`config.mk`:
```
export PLATFORM = sky130hd
export DESIGN_NAME = aux_perf_ctr_bank
export DESIGN_NICKNAME = d
export VERILOG_FILES = /design/src/rtl/aux_perf_ctr_bank.sv
export SDC_FILE = /design/constraint.sdc
export NUM_CORES = 1
export LEC_CHECK = 0
export CELL_PAD_IN_SITES_DETAIL_PLACEMENT = 0
export CELL_PAD_IN_SITES_GLOBAL_PLACEMENT = 1
export CORE_MARGIN = 2
export CORE_UTILIZATION = 51
export CTS_CLUSTER_DIAMETER = 80
export CTS_CLUSTER_SIZE = 40
export DETAILED_ROUTE_END_ITERATION = 10
export DONT_BUFFER_PORTS = 1
export GPL_ROUTABILITY_DRIVEN = 0
export GPL_TIMING_DRIVEN = 0
export PLACE_DENSITY = 0.86
export SYNTH_ARGS = -nofsm -noshare
export SYNTH_HDL_FRONTEND = slang
export SYNTH_SLANG_ARGS = --single-unit
```
`constraint.sdc`:
```
create_clock -name clk -period 21.2 [get_ports clk]
set_clock_uncertainty 0.1 [all_clocks]
set_input_delay 3.18 -clock clk [delete_from_list [all_inputs] [get_ports clk]]
set_output_delay 3.18 -clock clk [all_outputs]
set_load 0.05 [all_outputs]
```
`src/rtl/aux_perf_ctr_bank.sv`:
```
`default_nettype none
// ============================================================================
//  Module      : aux_perf_ctr_bank
//  Description : Bank of NumCh independent event counters with a RUN/HALTED
//                gate, snapshot shadow registers, registered shadow readout
//                and sticky per-channel overflow flags.
//                Optional macro AUX_PERF_CTR_SAT_EN: counters saturate at
//                all-ones instead of wrapping to zero (overflow still flags).
//  Revision    : 1.0 - initial release
// ============================================================================
module aux_perf_ctr_bank #(
    parameter int NumCh  = 8,
    parameter int CntBit = 32,
    parameter int SelBit = 3
) (
    input  logic              clk,
    input  logic              rst,
    input  logic              en,
    input  logic              halt,
    input  logic              resume,
    input  logic [NumCh-1:0]  ev,
    input  logic              clr,
    input  logic              snap,
    input  logic [SelBit-1:0] sel,
    output logic [CntBit-1:0] rd_data,
    output logic [NumCh-1:0]  ovf,
    output logic              running
);

`ifdef AUX_PERF_CTR_SAT_EN
    localparam logic c_SAT_EN = 1'b1;
`else
    localparam logic c_SAT_EN = 1'b0;
`endif

    localparam logic [CntBit-1:0] c_ONE = CntBit'(1);

    typedef enum logic [0:0] {
        S_RUN    = 1'b0,
        S_HALTED = 1'b1
    } state_t;

    state_t             r_state;
    state_t             w_state_nxt;
    logic               r_resume_q;
    logic               w_resume_rise;
    logic               w_cnt_en;
    logic [CntBit-1:0]  r_cnt    [NumCh];
    logic [CntBit-1:0]  r_shadow [NumCh];
    logic [NumCh-1:0]   r_ovf;
    logic [CntBit-1:0]  r_rd_data;
    logic [CntBit-1:0]  w_rd_mux;

    assign w_resume_rise = resume & ~r_resume_q;
    // Counting is permitted in the cycle halt is sampled, since the state
    // only leaves RUN at the following edge.
    assign w_cnt_en      = (r_state == S_RUN) & en;

    // State register and resume edge history
    always_ff @(posedge clk or posedge rst) begin
        if (rst) begin
            r_state    <= S_RUN;
            r_resume_q <= 1'b0;
        end else begin
            r_state    <= w_state_nxt;
            r_resume_q <= resume;
        end
    end

    // Next-state logic: halt always wins over a coincident resume edge
    always_comb begin
        w_state_nxt = r_state;
        case (r_state)
            S_RUN: begin
                if (halt) begin
                    w_state_nxt = S_HALTED;
                end
            end
            S_HALTED: begin
                if (w_resume_rise && !halt) begin
                    w_state_nxt = S_RUN;
                end
            end
            default: w_state_nxt = S_RUN;
        endcase
    end

    // Counters, shadows and sticky overflow; clr overrides snap and counting
    always_ff @(posedge clk or posedge rst) begin
        if (rst) begin
            for (int i = 0; i < NumCh; i++) begin
                r_cnt[i]    <= '0;
                r_shadow[i] <= '0;
            end
            r_ovf <= '0;
        end else if (clr) begin
            for (int i = 0; i < NumCh; i++) begin
                r_cnt[i]    <= '0;
                r_shadow[i] <= '0;
            end
            r_ovf <= '0;
        end else begin
            for (int i = 0; i < NumCh; i++) begin
                if (snap) begin
                    r_shadow[i] <= r_cnt[i];
                end
                if (w_cnt_en && ev[i]) begin
                    if (&r_cnt[i]) begin
                        r_ovf[i] <= 1'b1;
                        if (!c_SAT_EN) begin
                            r_cnt[i] <= '0;
                        end
                    end else begin
                        r_cnt[i] <= r_cnt[i] + c_ONE;
                    end
                end
            end
        end
    end

    // Readout mux: any select without a matching channel reads as zero
    always_comb begin
        w_rd_mux = '0;
        for (int i = 0; i < NumCh; i++) begin
            if (sel == SelBit'(i)) begin
                w_rd_mux = r_shadow[i];
            end
        end
    end

    // Registered readout, one cycle behind the shadow contents
    always_ff @(posedge clk or posedge rst) begin
        if (rst) begin
            r_rd_data <= '0;
        end else begin
            r_rd_data <= w_rd_mux;
        end
    end

    assign rd_data = r_rd_data;
    assign ovf     = r_ovf;
    assign running = (r_state == S_RUN);

endmodule
`default_nettype wire

```
Word-level counts from Yosys, hierarchy flattened --
Cells that the tools add are included.
Word-level totals: output and inout bits 41, word-level logic and storage cells 144, register bits 554, bits of input ports 18
Operators by class: mux-type cells 54, add/subtract/negate cells 8, equal/unequal tests 7, reductions and logical operators 44, bitwise logic cells 4
Operator list (number):
- $mux W32 | 32
- $mux W256 | 2
- $add A32 B1 Y32 const B | 8
- $reduce_and A32 Y1 | 8
- $reduce_bool A2 Y1 | 17
- $mux W1 | 18
- $reduce_and A2 Y1 | 8
- $eq A3 B3 Y1 const B | 4
- $logic_and A1 B1 Y1 | 9
- $mux W8 | 1
- $eq A3 B2 Y1 const B | 2
- $eq A3 B1 Y1 const B | 1
- $logic_not A3 Y1 | 1
- $and A1 B1 Y1 | 2
- $not A1 Y1 | 2
- $pmux W1 S2 | 1
- $logic_not A1 Y1 | 1

Logic depth before layout (Yosys ltp) --
Gate-level depths: netlist of the first run.
depth in word-level cells 9, gate-level depth with buffers 8, gate-level depth less buffers 6

Least setup slack after synthesis of the first run --
No wires, ideal clock.
kind in2reg, from input clr, to register r_cnt[162] in the netlist's numbering, setup time 0.072 ns, setup slack 16.239 ns, stages on the path 8, buffers on the path 5, data required time 21.028 ns, arrival 4.789 ns, cell sequence buf_2 > inv_1 > clkbuf_1 > clkbuf_1 > buf_1 > nand2_1 > clkbuf_1 > nor2_1
On the way: cells in the longest elaborated chain, start to end 1, elaborated cells between the ends (all ways) 2, classes of those cells mux: 1; reduce/logical: 1
RTL lines:
- start: declaration | line 22 | input logic clr,
- $mux W256 or $reduce_bool A2 Y1 (tied branches)
- end signal: indexed assignment | line 114 | r_cnt[i] <= r_cnt[i] + c_ONE;
- end: declaration | line 48 | logic [CntBit-1:0] r_cnt [NumCh];
Several ways; a longest one is shown, not always the timed one. A chain may end at the register's enable or synchronous reset.

Worst setup path in the final report of the first run --
from input clr, to register r_cnt[252] in the netlist's numbering
The elaborated chain is that of the path after synthesis.

==> metrics.txt, run 1 <==
Resized cells post-CTS 0; Buf/Inv on CP 6; number of flops mapped to enable cells by yosys 0; Synth Area in Simple Gates 20.2%; wire per inst 23.9 um; cell count after placement 3,419; FF+latch count, synth 554; final core utilization 55.7%; total power 1.92 mW; Nets 2,790; Synth Instances 2,725; initial core utilization 51.6%; ys flop type dfrtp_1; crit path DAT 7.76 ns; Setup Buffers After CTS 0; commonest non-fill, non-tap cell in the layout dfrtp_1; clock buffer depth 3; delay-heaviest family, CP buffers and inverters; max frequency 136 MHz; Leak 13.0 nW; Netlist cell types 72; # setup viols final 0; status complete, no violations; first-pass GRT wire length 127 mm; area of the multi-input gates 0.0124 mm^2; share of layout cells above drive strength 1 4.20%; CTS Sinks 554; Synth Net Count 2,751; post-synthesis adder-cell area fraction 0.369%; routed via count 21,500; Port Buf Inserts 0; vias per cell 6.17; relative slew slack 7.73%; HP Class reg -> reg; WS Path Type in -> reg; CP Max Fanout 10; Worst-Margin Slew 1.38 ns; GRT Util Overall 30.4%; cts bufs inserted 30; Clock Pin Slew Worst Setup and Hold Paths 0.10 ns; Final min period 7.34 ns; CP Cell Sequence buf_2 > inv_1 > clkbuf_1 > clkbuf_1 > buf_1 > buf_1 > o211ai_1 > o41ai_1; RSZ-0062 raised after global routing no; Root Buffer clkbuf_16; Worst path slowest cell buf_1; GRT overflow 0; Clk Latency, worst-skew pair 0.65 ns; initial antenna violation count 4; crit share post-route 34.6%; synth-to-layout area growth 8.05%; die span in x 235 um; vias in the first global route 20,300; post-synthesis mux area share 11.7%; area of the core 0.0526 mm^2; synth warn 0; DP Area 0.0281 mm^2; asr flop ratio synth 100%; Routed WL 83.2 mm; Residual DRC 0; largest family of logic cells by synthesized area simple AND/OR/NAND/NOR gates; hpwl dp 61.8 mm; DR iter-0 viols 2,663; worst endpoint required time 21.62 ns; Layout Cells excl Fill 3,477; I/O pin cnt 59; average size of a mapped cell 9.95 um^2; crit-path max cell delay 1.08 ns; post-synthesis sequential area ratio 51.1%; CP Capture Type register; hold buffers post-CTS 0; Hold Vio Cnt, Final 0; Slew Limit Fails 0; Max Cap Viol 0; number of placement rows 84; Chip Height 235 um; Final Instance Area 0.0293 mm^2; Initial DRT Pass Iterations 6; Synth Area in XOR/XNOR 6.17%; die area 0.0550 mm^2; FF/Latch Area 0.0139 mm^2; CP Launch Type primary input; CTS tree done; # fillers 4,563; setup TNS 0 ns; VDD IR max 0.0609 mV; r2r setup slk 17.60 ns; Final ANT Viol Nets 0; H-Tree Depth 1; Compound-Gate Fraction of Synth Area 7.25%; largest net degree at the start of global routing 113; commonest non-fill, non-tap cells in the layout 554 x dfrtp_1, 531 x nor2_1, 289 x mux2i_1, 167 x nand2_1, 128 x clkbuf_1; Power Density 65.6 mW/mm^2; mapped cell area 0.0271 mm^2
-- logic make-up after synthesis --
family,Yosys count
simple gates,1165
flops,554
mux,303
compound gates,286
buf+inv,218
xor+xnor,191
fa+ha+maj,8
-- Yosys cell counts, types with 7 or more instances --
master	n	area share [%]
a31oi_1	10	0.23
buf_2	15	0.28
nand3_1	111	2.0
o211ai_1	7	0.19
nand4_1	87	2.0
xnor2_1	104	3.4
mux4_2	11	0.91
o31ai_1	14	0.39
a31o_2	7	0.23
o21ai_0	64	1.2
mux2i_1	289	11
xor2_1	87	2.8
ha_1	8	0.37
o221ai_1	14	0.45
a21oi_1	60	1.1
nor4_1	55	1.3
nand2_1	167	2.3
and4_1	25	0.81
or4_1	11	0.30
a222oi_1	8	0.30
a22o_1	45	1.5
and3b_1	7	0.23
buf_1	17	0.24
dfrtp_1	554	51
and3_1	34	0.78
clkbuf_1	128	1.8
a211oi_1	11	0.30
a21o_1	9	0.25
and2_1	14	0.32
nor2b_1	17	0.39
inv_1	54	0.75
nor2_1	531	7.4
nor3_1	54	1.0
or3_1	22	0.51
-- layer usage --
metal	vias up	GRT usage [%]	wire length (um)
li1	9620	-	-
met1	10700	43.5	35200
met2	941	46.1	36500
met3	179	4.94	7130
met4	4	12.8	4320
met5	-	0	29
-- cell type report --
class	instances	share of cell area (%)
Sequential cell	554	47.3
Multi-Input combinational cell	1953	42.4
Tap cell	688	2.94
Clock buffer	31	2.65
Buffer	163	2.19
Clock inverter	25	1.28
Inverter	55	0.730
Timing Repair Buffer	7	0.525
Antenna cell	1	0.00854
-- stage by stage --
stage,worst slack [ns],hold slack (ns)
2_1_floorplan,2.43,0.372
3_3_place_gp,-3.04,0.398
3_5_place_dp,13.42,0.408
4_1_cts,14.07,0.426
5_1_grt,14.01,0.438
6_report,13.86,0.421
-- final timing paths --
kind / endpoint / cells after the start / from
max reg2reg: r_cnt[205] / 6 / r_state
max: r_cnt[252] / 8 / clr
min reg2reg: rd_data[16] / 1 / r_shadow[16]
min: rd_data[16] / 1 / r_shadow[16]
max in group asynchronous: r_cnt[53] / 4 / rst
min in group asynchronous: r_cnt[238] / 1 / rst
-- power breakdown --
group / internal [mW] / switching, mW
Clock: 0.312 / 0.422
Combinational: 0.0276 / 0.0872
Sequential: 1.06 / 0.0122
-- flip-flops by register name (all words and copies together) (netlist names) --
signal,cells
r_resume_q,1
r_shadow,256
r_state,1
r_cnt,256
rd_data,32
ovf,8
-- worst reg2reg max path: stages (launching register included) --
cell      delay, ns
dfrtp_1        0.68
clkbuf_1       0.59
nor2b_1        0.60
nand2_1        0.41
o21ai_1        0.51
clkbuf_1       0.48
nor2_1         0.11
No activity file was read; power rests on OpenSTA's default activity.
==> run 2, diff against run 1 <==
==> constraint.sdc (replaced) <==
create_clock -name clk -period 7.6 [get_ports clk]
set_clock_uncertainty 0.1 [all_clocks]
set_input_delay 1.14 -clock clk [delete_from_list [all_inputs] [get_ports clk]]
set_output_delay 1.14 -clock clk [all_outputs]
set_load 0.05 [all_outputs]
==> run 2 against run 1 <==
Effect of this change:
- critical endpoint unchanged
- critical path depth unchanged
- first-iteration DRC count up 2.7%
- clock power rose to 2.9 times the previous value
- critical path type unchanged
==> metrics.txt, run 2 (synthesis gave the netlist of run 1 again) <==
GR Util met1 42.6%; # fillers 4,522; Slew Limit Fails 0; Combinational Power Share 6.1%; Int Power 3.92 mW; # setup viols final 0; Worst-Margin Slew 1.43 ns; Max Cap Viol 0; Residual DRC 0; Initial DRT Pass Iterations 10; largest net degree at the start of global routing 46; first-pass GRT wire length 127 mm; status complete, no violations; die area 0.0550 mm^2; vias in the first global route 20,400; met2 Usage GRT 46.4%; sequential share of power 55.0%; area of the core 0.0526 mm^2; Leak 13.1 nW; met3 usage 5.78%; clock buffer depth 3; routed via count 21,700; commonest non-fill, non-tap cell in the layout dfrtp_1; Final min period 5.15 ns; switching portion of total power 27.9%; Top Usage Layer GRT met2; GRT Util Overall 30.6%; Routed WL 83.8 mm; die span in x 235 um; HP Class in -> async; hold slack 0.370 ns; Nets 2,800; max frequency 194 MHz; WS Path Type in -> reg; CTS Sinks 554; CTS tree done; Root Buffer clkbuf_16; Power Density 184 mW/mm^2; worst endpoint required time 8.03 ns; CP Launch Type primary input; initial core utilization 51.6%; number of placement rows 84; vias per cell 6.21; hpwl dp 62.7 mm; Clk Latency, worst-skew pair 0.65 ns; Final ANT Viol Nets 0; Setup Buffers After CTS 0; Switching Power 1.52 mW; wire per inst 24.0 um; setup TNS 0 ns; initial antenna violation count 5; Hold Vio Cnt, Final 0; hold buffers post-CTS 0; Clock Pin Slew Worst Setup and Hold Paths 0.12 ns; Chip Height 235 um; CP Capture Type register; GRT overflow 0; crit share post-route 67.8%; Port Buf Inserts 0; CP Max Fanout 10; Resized cells post-CTS 0; DR iter-0 viols 2,734; clock network power share 38.9%; synth-to-layout area growth 8.94%; RSZ-0062 raised after global routing no; share of layout cells above drive strength 1 4.54%; commonest non-fill, non-tap cells in the layout 554 x dfrtp_1, 531 x nor2_1, 289 x mux2i_1, 167 x nand2_1, 128 x clkbuf_1; cts bufs inserted 31; VDD IR max 0.161 mV; relative slew slack 4.41%; I/O pin cnt 59; H-Tree Depth 1; crit path DAT 5.58 ns
[run 2: changes by cell type in the layout (fill, tap and decap cells not counted), sizes merged]
cell / previous run / this run
clkinv: 10 / 15
buf: 39 / 48
diode: 1 / 6
inv: 66 / 64
bufinv: 1 / 0
clkinvlp: 3 / 1
clkbuf: 162 / 163
[run 2: cell type report]
class | count | area (um^2) | share of cell area, %
timing repair buffer | 16 | 297 | 1.00
inverter | 55 | 210 | 0.712
tap | 688 | 861 | 2.91
multi-input combinational | 1953 | 12400 | 42.0
clock buffer | 32 | 790 | 2.67
antenna | 6 | 15.0 | 0.0508
sequential | 554 | 13900 | 46.9
clock inverter | 25 | 452 | 1.53
buffer | 163 | 641 | 2.17
[run 2: critical path: stages]
cell and delay [ns]:
buf_2 0.29, inv_1 0.22, clkbuf_1 0.89, clkbuf_1 0.79, buf_1 0.76, buf_1 1.12
o211ai_1 0.23, o41ai_1 0.12
[run 2: routing by layer]
| layer | routed length (um) | part of all wire [%] |
|---|---|---|
| met4 | 4750 | 5.7 |
| met3 | 7480 | 8.9 |
| met2 | 37100 | 44 |
| met1 | 34400 | 41 |
| met5 | 28 | 0.033 |
[run 2: worst paths after layout]
check	slack, ns	depth (start not counted)	start	end
max reg2reg	3.94	6	r_state	r_cnt[207]
min	0.37	1	rst	r_shadow[238]
max in group asynchronous	5.56	5	rst	r_shadow[53]
min reg2reg	0.41	1	r_shadow[16]	rd_data[16]
max	2.45	8	clr	r_cnt[252]
min in group clk	0.41	1	r_shadow[16]	rd_data[16]
[run 2: power groups by stage]
stage          Combinational (mW)  Sequential (mW)  Clock [mW]
6_report                    0.332             2.99        2.12
2_1_floorplan               0.211             3.05           0
3_5_place_dp                0.330             3.05           0
4_1_cts                     0.331             2.99        2.14
3_3_place_gp                0.304             3.05           0
5_1_grt                     0.357             2.99        2.24
[run 2: stage by stage]
stage	util, %	total power, mW	instances	instance area [um^2]	setup slack (ns)
6_report	56.2	5.44	3492	29500	2.45
4_1_cts	56.2	5.46	3485	29500	2.58
2_1_floorplan	-	3.26	2725	27100	-1.18
5_1_grt	56.2	5.59	3486	29500	2.49
3_3_place_gp	53.2	3.36	3413	28000	-3.97
3_5_place_dp	53.8	3.38	3428	28300	1.92
